**src/rtl/dht22_pkg.sv**
```systemverilog
// Shared DHT22 constants: frame layout, plausibility limits, poll FSM encoding
// and the single-wire timing figures also used by the reader.
package dht22_pkg;

    localparam int FRAME_W      = 40;
    localparam int HUM_MSB      = 39;
    localparam int TEMP_MSB     = 23;
    localparam int SUM_MSB      = 7;

    localparam int HUM_MAX      = 1000;
    localparam int TEMP_POS_MAX = 800;
    localparam int TEMP_NEG_MAX = 400;

    // Bus timing in microseconds, kept here so the reader and poller agree
    localparam int T_HOST_START_LOW_US = 1000;
    localparam int T_HOST_RELEASE_US   = 30;
    localparam int T_BIT_ONE_MIN_US    = 50;
    localparam int T_MIN_POLL_US       = 2000000;

    typedef enum logic [2:0] {
        ST_WAIT,
        ST_TRIG,
        ST_SETTLE,
        ST_CAPTURE,
        ST_CHECK
    } state_t;

    function automatic logic [7:0] byte_sum(input logic [31:0] v);
        return v[31:24] + v[23:16] + v[15:8] + v[7:0];
    endfunction

endpackage

```
**src/rtl/dht22_poll_decoder_if.sv**
```systemverilog
// Reader-side and datapath-side signals of the poll decoder.
interface dht22_poll_decoder_if;
    import dht22_pkg::*;

    logic               dht_get;
    logic [FRAME_W-1:0] dht_data;
    logic [15:0]        humidity;
    logic [15:0]        temperature;
    logic               sample_valid;
    logic               data_ok;
    logic [7:0]         err_cnt;
    logic               stale;

    modport master (
        output dht_get, humidity, temperature, sample_valid, data_ok, err_cnt, stale,
        input  dht_data
    );

    modport slave (
        input  dht_get, humidity, temperature, sample_valid, data_ok, err_cnt, stale,
        output dht_data
    );

endinterface

```
**src/rtl/dht22_frame_check.sv**
```systemverilog
// Combinational validation of a DHT22 frame and conversion of its fields
// to RH x10 and signed degC x10.
module dht22_frame_check
    import dht22_pkg::*;
(
    input  logic [FRAME_W-1:0] frame,
    output logic               pass,
    output logic [15:0]        humidity,
    output logic [15:0]        temperature
);

    logic [15:0] hum_f;
    logic [15:0] temp_f;
    logic [7:0]  sum_f;
    logic [15:0] mag;
    logic        sum_ok;
    logic        hum_ok;
    logic        temp_ok;

    assign hum_f  = frame[HUM_MSB -: 16];
    assign temp_f = frame[TEMP_MSB -: 16];
    assign sum_f  = frame[SUM_MSB -: 8];
    assign mag    = {1'b0, temp_f[14:0]};

    assign sum_ok  = byte_sum({hum_f, temp_f}) == sum_f;
    assign hum_ok  = hum_f <= 16'(HUM_MAX);
    assign temp_ok = temp_f[15] ? (mag <= 16'(TEMP_NEG_MAX)) : (mag <= 16'(TEMP_POS_MAX));

    // An all-zero frame means the reader never completed a transfer
    assign pass = sum_ok && (|frame) && hum_ok && temp_ok;

    assign humidity    = hum_f;
    assign temperature = temp_f[15] ? (16'd0 - mag) : mag;

endmodule

```
**src/rtl/dht22_poll_decoder.sv**
```systemverilog
// Periodically triggers the DHT22 reader, captures its frame after a settle
// window and publishes validated samples plus error/stale status.
module dht22_poll_decoder
    import dht22_pkg::*;
#(
    parameter int POLL_PERIOD = 2000000,
    parameter int SETTLE      = 8000,
    parameter int FAIL_LIMIT  = 3,
    parameter int CNT_W       = 22
) (
    input  logic                  clk,
    input  logic                  reset,
    input  logic                  poll_en,
    dht22_poll_decoder_if.master  bus
);

    state_t             state_reg;
    logic [CNT_W-1:0]   period_cnt_reg;
    logic [CNT_W-1:0]   settle_cnt_reg;
    logic [FRAME_W-1:0] frame_q;
    logic               get_reg;
    logic [15:0]        hum_reg;
    logic [15:0]        temp_reg;
    logic               valid_reg;
    logic               ok_reg;
    logic [7:0]         err_reg;
    logic [7:0]         streak_reg;
    logic               stale_reg;

    logic               tick;
    logic               chk_pass;
    logic [15:0]        chk_hum;
    logic [15:0]        chk_temp;
    logic [7:0]         err_next;
    logic [7:0]         streak_next;

    dht22_frame_check u_check (
        .frame       (frame_q),
        .pass        (chk_pass),
        .humidity    (chk_hum),
        .temperature (chk_temp)
    );

    assign tick        = poll_en && (period_cnt_reg == CNT_W'(POLL_PERIOD - 1));
    assign err_next    = (err_reg == 8'hFF) ? err_reg : err_reg + 8'd1;
    assign streak_next = (streak_reg == 8'hFF) ? streak_reg : streak_reg + 8'd1;

    always_ff @(posedge clk) begin
        if (!reset) begin
            state_reg      <= ST_WAIT;
            period_cnt_reg <= '0;
            settle_cnt_reg <= '0;
            frame_q        <= '0;
            get_reg        <= 1'b1;
            hum_reg        <= '0;
            temp_reg       <= '0;
            valid_reg      <= 1'b0;
            ok_reg         <= 1'b0;
            err_reg        <= '0;
            streak_reg     <= '0;
            stale_reg      <= 1'b0;
        end else begin
            if (!poll_en || tick)
                period_cnt_reg <= '0;
            else
                period_cnt_reg <= period_cnt_reg + 1'b1;

            get_reg   <= 1'b1;
            valid_reg <= 1'b0;

            case (state_reg)
                ST_WAIT: begin
                    // get is registered, so it is low exactly while in TRIG
                    if (tick) begin
                        get_reg   <= 1'b0;
                        state_reg <= ST_TRIG;
                    end
                end
                ST_TRIG: begin
                    settle_cnt_reg <= '0;
                    state_reg      <= ST_SETTLE;
                end
                ST_SETTLE: begin
                    if (settle_cnt_reg == CNT_W'(SETTLE - 1))
                        state_reg <= ST_CAPTURE;
                    else
                        settle_cnt_reg <= settle_cnt_reg + 1'b1;
                end
                ST_CAPTURE: begin
                    frame_q   <= bus.dht_data;
                    state_reg <= ST_CHECK;
                end
                ST_CHECK: begin
                    if (chk_pass) begin
                        hum_reg    <= chk_hum;
                        temp_reg   <= chk_temp;
                        valid_reg  <= 1'b1;
                        ok_reg     <= 1'b1;
                        streak_reg <= '0;
                        stale_reg  <= 1'b0;
                    end else begin
                        ok_reg     <= 1'b0;
                        err_reg    <= err_next;
                        streak_reg <= streak_next;
                        stale_reg  <= (streak_next >= 8'(FAIL_LIMIT));
                    end
                    state_reg <= ST_WAIT;
                end
                default: state_reg <= ST_WAIT;
            endcase
        end
    end

    assign bus.dht_get      = get_reg;
    assign bus.humidity     = hum_reg;
    assign bus.temperature  = temp_reg;
    assign bus.sample_valid = valid_reg;
    assign bus.data_ok      = ok_reg;
    assign bus.err_cnt      = err_reg;
    assign bus.stale        = stale_reg;

endmodule

```
**src/flat_wrapper.sv**
```systemverilog
// flat-port wrapper written by rule: the top's interface ports become plain ports
module dht22_poll_decoder_flat import dht22_pkg::*;
#(
    parameter int POLL_PERIOD = 2000000,
    parameter int SETTLE      = 8000,
    parameter int FAIL_LIMIT  = 3,
    parameter int CNT_W       = 22
)
  (clk, reset, poll_en, bus_dht_get, bus_humidity, bus_temperature, bus_sample_valid, bus_data_ok, bus_err_cnt, bus_stale, bus_dht_data);
  dht22_poll_decoder_if bus_i ();
  input  logic clk;
  input  logic reset;
  input  logic poll_en;
  output wire logic [$bits(bus_i.dht_get)-1:0] bus_dht_get;
  output wire logic [$bits(bus_i.humidity)-1:0] bus_humidity;
  output wire logic [$bits(bus_i.temperature)-1:0] bus_temperature;
  output wire logic [$bits(bus_i.sample_valid)-1:0] bus_sample_valid;
  output wire logic [$bits(bus_i.data_ok)-1:0] bus_data_ok;
  output wire logic [$bits(bus_i.err_cnt)-1:0] bus_err_cnt;
  output wire logic [$bits(bus_i.stale)-1:0] bus_stale;
  input wire logic [$bits(bus_i.dht_data)-1:0] bus_dht_data;
  assign bus_dht_get = bus_i.dht_get;
  assign bus_humidity = bus_i.humidity;
  assign bus_temperature = bus_i.temperature;
  assign bus_sample_valid = bus_i.sample_valid;
  assign bus_data_ok = bus_i.data_ok;
  assign bus_err_cnt = bus_i.err_cnt;
  assign bus_stale = bus_i.stale;
  assign bus_i.dht_data = bus_dht_data;
  dht22_poll_decoder #(.POLL_PERIOD(POLL_PERIOD), .SETTLE(SETTLE), .FAIL_LIMIT(FAIL_LIMIT), .CNT_W(CNT_W)) u_core (.clk(clk), .reset(reset), .poll_en(poll_en), .bus(bus_i));
endmodule
```
**config.mk**
```make
export PLATFORM = sky130hd
export DESIGN_NAME = dht22_poll_decoder_flat
export DESIGN_NICKNAME = d
export VERILOG_FILES = /design/src/rtl/dht22_pkg.sv /design/src/rtl/dht22_poll_decoder_if.sv /design/src/rtl/dht22_frame_check.sv /design/src/rtl/dht22_poll_decoder.sv /design/src/flat_wrapper.sv
export SDC_FILE = /design/constraint.sdc
export NUM_CORES = 1
export LEC_CHECK = 0
export CORE_UTILIZATION = 50
export DETAILED_ROUTE_END_ITERATION = 12
export PLACE_DENSITY_LB_ADDON = 0.08
export SLEW_MARGIN = 30
export SYNTH_ARGS = -nofsm -noshare
export SYNTH_HDL_FRONTEND = slang
export SYNTH_SLANG_ARGS = --single-unit
```
**constraint.sdc**
```tcl
create_clock -name clk -period 9.55 [get_ports clk]
set_clock_uncertainty 0.2 [all_clocks]
set_input_delay 0.955 -clock clk [delete_from_list [all_inputs] [get_ports clk]]
set_output_delay 0.955 -clock clk [all_outputs]
set_load 0.05 [all_outputs]
```
After elaboration in Yosys (flattened, before gate mapping) --
Index checks and enable logic that the tools add are counted.
Cells by class: add/sub/neg operators 8, magnitude comparators 4, equality and inequality tests 12, multiplexer cells 12, bitwise logic cells 3, reduce and logical (&&, ||, !) cells 16
Operators by type and width (number):
- $add A22 B1 Y22 const B | 2
- $pmux W22 S2 | 1
- $reduce_or A40 Y1 | 1
- $add A8 B8 Y8 | 3
- $eq A22 B13 Y1 const B | 1
- $eq A22 B21 Y1 const B | 1
- $mux W22 | 1
- $add A8 B1 Y8 const B | 2
- $eq A8 B8 Y1 const B | 2
- $le A16 B10 Y1 const B | 1
- $mux W16 | 1
- $mux W8 | 2
- $sub A1 B15 Y16 const A | 1
- $le A15 B10 Y1 const B | 1
- $le A15 B9 Y1 const B | 1
- $pmux W3 S4 | 1
- $reduce_and A2 Y1 | 5
- $eq A8 B8 Y1 | 1
- $ge A8 B2 Y1 const B | 1
- $eq A3 B2 Y1 const B | 2
- $mux W3 | 2
- $logic_and A1 B1 Y1 | 4
- $mux W1 | 4
- $ne A2 B1 Y1 const B | 2
- other kinds (10) | 12
Word-level totals: flip-flop bits (word level) 139, output and inout bits 44, word-level logic and storage cells 67

Longest topological paths before layout --
Gate-level depths: netlist of run 1.
depth after elaboration 9, gate-level depth with buffers 14

By module --
From an unflattened synthesis of run 1, not the netlist that was laid out.
Second synthesis, totals: cells, all modules 861, area total of the unflattened synthesis 7236.9 um2
Modules (own cells, without submodules):
- dht22_poll_decoder | instances 1, cells an instance 707, area an instance 5972.0 um2, seq. area each 2782.7 um2
- dht22_frame_check | instances 1, cells an instance 154, area an instance 1265.0 um2, seq. area each 0.0 um2

Worst setup path after synthesis of run 1 --
OpenSTA, ideal clock, no wires.
kind register -> register, start reg u_core.frame_q[25], end reg u_core.temp_reg[11] (netlist: u_core.bus.temperature[11]), library setup time 0.115 ns, arrival 3.630 ns, data required time 9.235 ns, slack 5.606 ns, stages on the path, launching flop included 15, cells stage by stage dfxtp_1 -> fa_1 -> inv_1 -> fa_1 -> inv_1 -> ha_1 -> fa_1 -> a21o_1 -> a21oi_1 -> o21ai_0 -> a2111oi_4 -> nand4_2 -> buf_2 -> o21a_1 -> o21a_1
On the way: word-level cells in the longest chain between the ends 8, elaborated cells between the ends (all ways) 10, those cells by class add/sub: 3; order compare: 1; eq/ne: 1; reduce/logical: 5
Ends and longest elaborated chain:
- from (decl) | RTL line dht22_poll_decoder.sv:20 | logic [FRAME_W-1:0] frame_q;
- from (signal assigned) | RTL line dht22_poll_decoder.sv:90 | frame_q <= bus.dht_data;
- $add A8 B8 Y8 (3 in a row) | RTL line dht22_pkg.sv:29 | return v[31:24] + v[23:16] + v[15:8] + v[7:0];
- $eq A8 B8 Y1 | RTL line dht22_frame_check.sv:25 | assign sum_ok = byte_sum({hum_f, temp_f}) == sum_f;
- $logic_and A1 B1 Y1 | RTL line dht22_frame_check.sv:30 | assign pass = sum_ok && (|frame) && hum_ok && temp_ok;
- $logic_and A1 B1 Y1 * (2 in a row) | RTL line dht22_frame_check.sv:30
- $reduce_and A2 Y1 (no source line) *
- to (signal assigned) | RTL line dht22_poll_decoder.sv:96 | temp_reg <= chk_temp;
- to (decl) | RTL line dht22_poll_decoder.sv:23 | logic [15:0] temp_reg;
Mark *: on every way between the ends. The rest lies on a longest branch, timed or not. A chain may end at the register's enable or synchronous reset.

Worst setup path after layout of run 1 --
start reg u_core.frame_q[25], end reg u_core.temp_reg[10] (netlist: u_core.bus.temperature[10])
Same word-level chain as after synthesis.

==> metrics, run 1 <==
worst vdd ir=0.125 mV; Area growth, synth to finish=22.8%; critical path's largest stage delay=0.64 ns; Tmin final=4.86 ns; Die H=119 microns; final hold vios=0; vias in the first global route=5665; Worst Path Arrival=4.97 ns; worst skew pair latency=0.42 ns; # resized after CTS=0; I/O Pins=87; clock sinks=139; outcome=finished, final reports clean; initial antenna violation count=0; IO buf count=86; RSZ-0062 raised after global routing=false; routability cong.=0.898; die width=119 microns; Comb pwr share=2.7%; DRC violations left=0; largest area contributor in the netlist=dfxtp_1; synth unique cells=62; Std-Cell Rows=42; Via Count=5844; crit-path max FO=51; TritonCTS buffer count=17; kind of critical path=reg -> reg; Crit path top cell by count=fa_1; Initial DRC Count=261; leak pwr=3.03 nW; HP Class=reg -> reg; Finish-stage setup viols=0; antenna cells=0; switching pwr=0.000268 W; Core Region=13300 sq um; Seq pwr share=44.2%; post-detailed-route count of antenna-violating nets=0; first-pass iteration count of the detailed router=5; post-route cell area=8410 sq um; Starting Density=51.5%; Detailed Route WL=16300 microns; Mapped Nets=864; share of the synthesized area in the top cell type=40.6%; hpwl dp=11800 microns; CP Launch Type=register; #FFs+latches synth=139; commonest non-fill, non-tap cells in the layout=dfxtp_1 (139), nand2_1 (133), clkdlybuf4s50_1 (85), nor2_1 (62), nand3_1 (45); Non-Filler Instances=1049; gr ovfl total=0; DP Area=7790 sq um; total global-route track usage=24.2%; CTS Hold Bufs=0; vias per cell=5.57; CTS tree=built; Yosys warnings=0; Util after Layout=63.3%; WP data required=9.66 ns; internal power=0.00105 W; die area=14200 sq um; measured slew at the worst slew-check pin=0.907 ns; Clk pin slew, worst setup/hold paths=0.06 ns; P per Cell Area=157 nW/um^2; Final Max Slew Viols=0; CP Cell Sequence=fa_1, inv_1, fa_1, inv_1, ha_1, fa_1, a21o_1, a21oi_1, xnor2_1, nor4_1, nand4_4, o21a_1, o21a_1; CTS root buf=clkbuf_16; EDFF count, synth=0; Placed Cells incl. Taps=1017; Mapped Cells=795; # Post-CTS Setup Buffers=0; max FFs per register=40; Avg Cell Area, Syn=8.62 sq um; total number of H-tree levels=4; Net Sw Frac=20.3%; nature of the critical path endpoint=register; Clock power frac=53.1%; Post-layout nets=929; Layout fillers=1140; Mapped Area=6850 sq um; period utilization=50.9%; first-pass GRT wire length=27200 microns; largest net degree at the start of global routing=95; Async SR Flop Fraction=0%; share of cells above drive strength 1=6.07%; setup_tns=0 ns; main area contributors after synthesis=dfxtp_1 (41%), nand2_1 (7.3%), xnor2_1 (5.5%); FMAX=206 MHz; Top FF cell, synth=dfxtp_1; Avg WL per Cell=15.5 microns; relative slew slack=39.1%; CTS Buffer Depth=2; Max-Cap Viols=0; slowest CP cell=nor4_1; share of the yosys chip area belonging to registers=40.6%; commonest non-fill, non-tap cell in the layout=dfxtp_1
-- cell usage after synthesis (13+ instances only) --
cell      count
nor3_1       19
o31ai_1      13
and3_1       18
nor2_1       63
dfxtp_1     139
xor2_1       21
fa_1         14
a21boi_0     36
nor4_1       17
a21oi_1      21
o21ai_0      16
clkbuf_1     32
nand3_1      45
inv_1        22
xnor2_1      43
nand2_1     133
-- layer usage --
layer	vias to the layer above	global-route usage [%]	part of all wire (%)
met5	-	0	0
met4	0	7.75	1.4
met3	16	4.50	4.6
met2	136	38.6	47
met1	2815	33.1	47
li1	2877	-	-
-- path summary, 6_finish.rpt --
| kind | startpoint | cells past startpoint | slack, ns | endpoint |
|---|---|---|---|---|
| worst max-delay path | u_core.frame_q[25] | 13 | 4.69 | u_core.bus.temperature[10] |
| worst min-delay path | u_core.bus.stale | 2 | 0.25 | u_core.bus.stale |
| worst max register to register | u_core.frame_q[25] | 13 | 4.69 | u_core.bus.temperature[10] |
| worst min register to register | u_core.bus.stale | 2 | 0.25 | u_core.bus.stale |
-- stage by stage --
step | hold WS (ns) | total power, W | worst slack (ns)
after floorplan | 0.226 | 0.000611 | 5.61
after global placement | 0.241 | 0.000632 | 4.62
after detailed placement | 0.248 | 0.000632 | 4.73
after CTS | 0.257 | 0.00133 | 4.72
after global routing | 0.284 | 0.00136 | 4.40
final | 0.253 | 0.00132 | 4.69
-- power by group through the flow --
stage | sequential [W] | combinational (W) | clock, W
detailed placement | 0.000596 | 0.0000361 | 0
finish | 0.000584 | 0.0000358 | 0.000701
floorplan | 0.000595 | 0.0000160 | 0
CTS | 0.000583 | 0.0000363 | 0.000707
global route | 0.000584 | 0.0000392 | 0.000735
global placement | 0.000596 | 0.0000355 | 0
-- critical path, delay by kind of cell (launching register included) --
| kind | cells | cell delay [ns] |
|---|---|---|
| and+or+nand+nor | 2 | 1.28 |
| buffers and inverters | 2 | 0.09 |
| xor gates and xnor gates | 1 | 0.13 |
| AOI/OAI and AO/OA | 4 | 1.01 |
| DFF | 1 | 0.37 |
| adders and majority gates | 4 | 1.66 |
-- kinds of logic (layout without fill, tap and decap cells) --
| kind of cell | after synthesis | after routing | synth area share, % |
|---|---|---|---|
| buffers and inverters | 67 | 145 | 3.91 |
| AO/OA/AOI/OAI | 119 | 119 | 12.3 |
| adder cells (fa/ha/maj) | 26 | 26 | 6.28 |
| AND/OR/NAND/NOR | 369 | 369 | 26.8 |
| XOR/XNOR | 66 | 66 | 8.84 |
| multiplexers | 9 | 9 | 1.33 |
| flip-flops | 139 | 139 | 40.6 |
-- area by class of cell --
type | instances | area, sq um | share of cell area (%)
Inverter | 23 | 86.3 | 1.03
Clock inverter | 11 | 166 | 1.98
Tap cell | 176 | 220 | 2.62
Sequential cell | 139 | 2780 | 33.1
Multi-Input combinational cell | 589 | 3810 | 45.3
Timing Repair Buffer | 90 | 886 | 10.5
Clock buffer | 21 | 460 | 5.47
Power figures use the tool's default switching activity.
==> run 2: changes to the inputs <==
Clock period 9.55 ns to 4.55 ns, I/O delays scaled along.
==> metrics, run 2 (same netlist as run 1, synthesis figures left out) <==
outcome=finished, final reports clean; Clk pin slew, worst setup/hold paths=0.06 ns; final hold vios=0; die width=119 microns; CTS tree=built; Detailed Route WL=15600 microns; CP Buf/Inv Count=2; largest net degree at the start of global routing=94; Crit path top cell by count=fa_1; Via Count=5737; CP Launch Type=register; CTS Hold Bufs=0; first-pass iteration count of the detailed router=5; Finish-stage setup viols=0; internal power=0.00209 W; critical path's largest stage delay=0.54 ns; total global-route track usage=23.2%; Area growth, synth to finish=22.6%; Max-Cap Viols=0; CTS Buffer Depth=2; switching pwr=0.000530 W; Core Region=13300 sq um; Comb pwr share=2.9%; Initial DRC Count=361; CP Cell Sequence=fa_1, inv_1, fa_1, inv_1, ha_1, fa_1, a21o_1, a21oi_1, o21ai_0, a2111oi_4, nand3_2, and4bb_1, mux2i_1; HP Class=reg -> reg; Tmin final=4.28 ns; commonest non-fill, non-tap cells in the layout=dfxtp_1 (139), nand2_1 (133), clkdlybuf4s50_1 (85), nor2_1 (62), nand3_1 (45); max FFs per register=40; RSZ-0062 raised after global routing=false; period utilization=94.0%; kind of critical path=reg -> reg; vias per cell=5.43; die area=14200 sq um; Clock power frac=50.4%; Net Sw Frac=20.2%; FMAX=234 MHz; Hold Crit Start=u_core.period_cnt_reg[0]; clock sinks=139; WP data required=4.66 ns; share of cells above drive strength 1=6.48%; antenna cells=0; DRC violations left=0; nature of the critical path endpoint=register; initial antenna violation count=0; worst skew pair latency=0.42 ns; TritonCTS buffer count=17; measured slew at the worst slew-check pin=0.897 ns; hpwl dp=11100 microns; worst vdd ir=0.222 mV; total power=0.00262 W; Final Max Slew Viols=0; Post-layout nets=936; relative slew slack=39.8%; setup_tns=0 ns; P per Cell Area=312 nW/um^2; total number of H-tree levels=4; commonest non-fill, non-tap cell in the layout=dfxtp_1; CTS root buf=clkbuf_16; IO buf count=86; gr ovfl total=0; crit-path max FO=19; Die H=119 microns; post-detailed-route count of antenna-violating nets=0; worst r2r src=u_core.frame_q[25]; Avg WL per Cell=14.7 microns; # Post-CTS Setup Buffers=0; Seq pwr share=46.7%; I/O Pins=87; Critical path origin=u_core.frame_q[25]; routability cong.=0.870; Std-Cell Rows=42; Starting Density=51.5%; slowest CP cell=fa_1; Crit path max-delay family=adder cells; Worst Path Arrival=4.38 ns; first-pass GRT wire length=26000 microns; leak pwr=3.04 nW; vias in the first global route=5304
-- run 2: changes by cell type in the layout (fill, tap and decap cells not counted), moves of 2 or more --
cell        delta
bufinv_16      -2
clkinvlp_4     -2
clkbuf_1       +3
clkinv_2       +2
buf_4          +7
-- run 2: timing repair --
item	CTS	global route
setup endpoints to repair	0	2
gates resized for setup	0	1
endpoints found under the hold margin	0	0
-- run 2: metrics by stage --
| stage | utilization (%) | cells | setup slack (ns) | hold slack, ns | instance area, sq um |
|---|---|---|---|---|---|
| finish | 63.2 | 1056 | 0.275 | 0.264 | 8400 |
| floorplan | - | 795 | 0.606 | 0.226 | 6850 |
| global route | 63.2 | 1056 | 0.0117 | 0.288 | 8400 |
| global placement | 58.9 | 1024 | 0.315 | 0.244 | 7830 |
| detailed placement | 58.9 | 1024 | 0.281 | 0.249 | 7830 |
| CTS | 63.1 | 1056 | 0.240 | 0.263 | 8400 |
-- run 2: final cells by class --
cell class | count | area [sq um]
multi-input cells | 589 | 3810
flip-flops and latches | 139 | 2780
inverters | 23 | 86.3
clock inverters | 8 | 92.6
clock buffers | 24 | 472
fillers | 1120 | 4890
well taps | 176 | 220
repair buffers | 97 | 938
-- run 2: path summary, 6_finish.rpt --
kind	cells after the start	slack, ns	endpoint
setup / recovery	13	0.27	u_core.bus.err_cnt[4]
hold / removal	1	0.26	u_core.period_cnt_reg[0]
setup reg to reg	13	0.27	u_core.bus.err_cnt[4]
hold reg to reg	1	0.26	u_core.period_cnt_reg[0]
-- run 2: power by group through the flow --
stage               combinational [W]  sequential [W]  clock [W]
floorplan                   0.0000336         0.00125          0
CTS                         0.0000756         0.00122    0.00135
global placement            0.0000739         0.00125          0
detailed placement          0.0000754         0.00125          0
finish                      0.0000750         0.00123    0.00132
global route                0.0000820         0.00123    0.00141
-- run 2: metal layers --
layer	vias to the layer above	share of wire [%]	global-route usage [%]	wire, microns
met1	2666	49	31.9	7550
met3	21	4.7	4.50	729
met4	0	1.7	10.1	272
met5	-	0	0	0
met2	155	45	35.1	7010
li1	2895	-	-	-
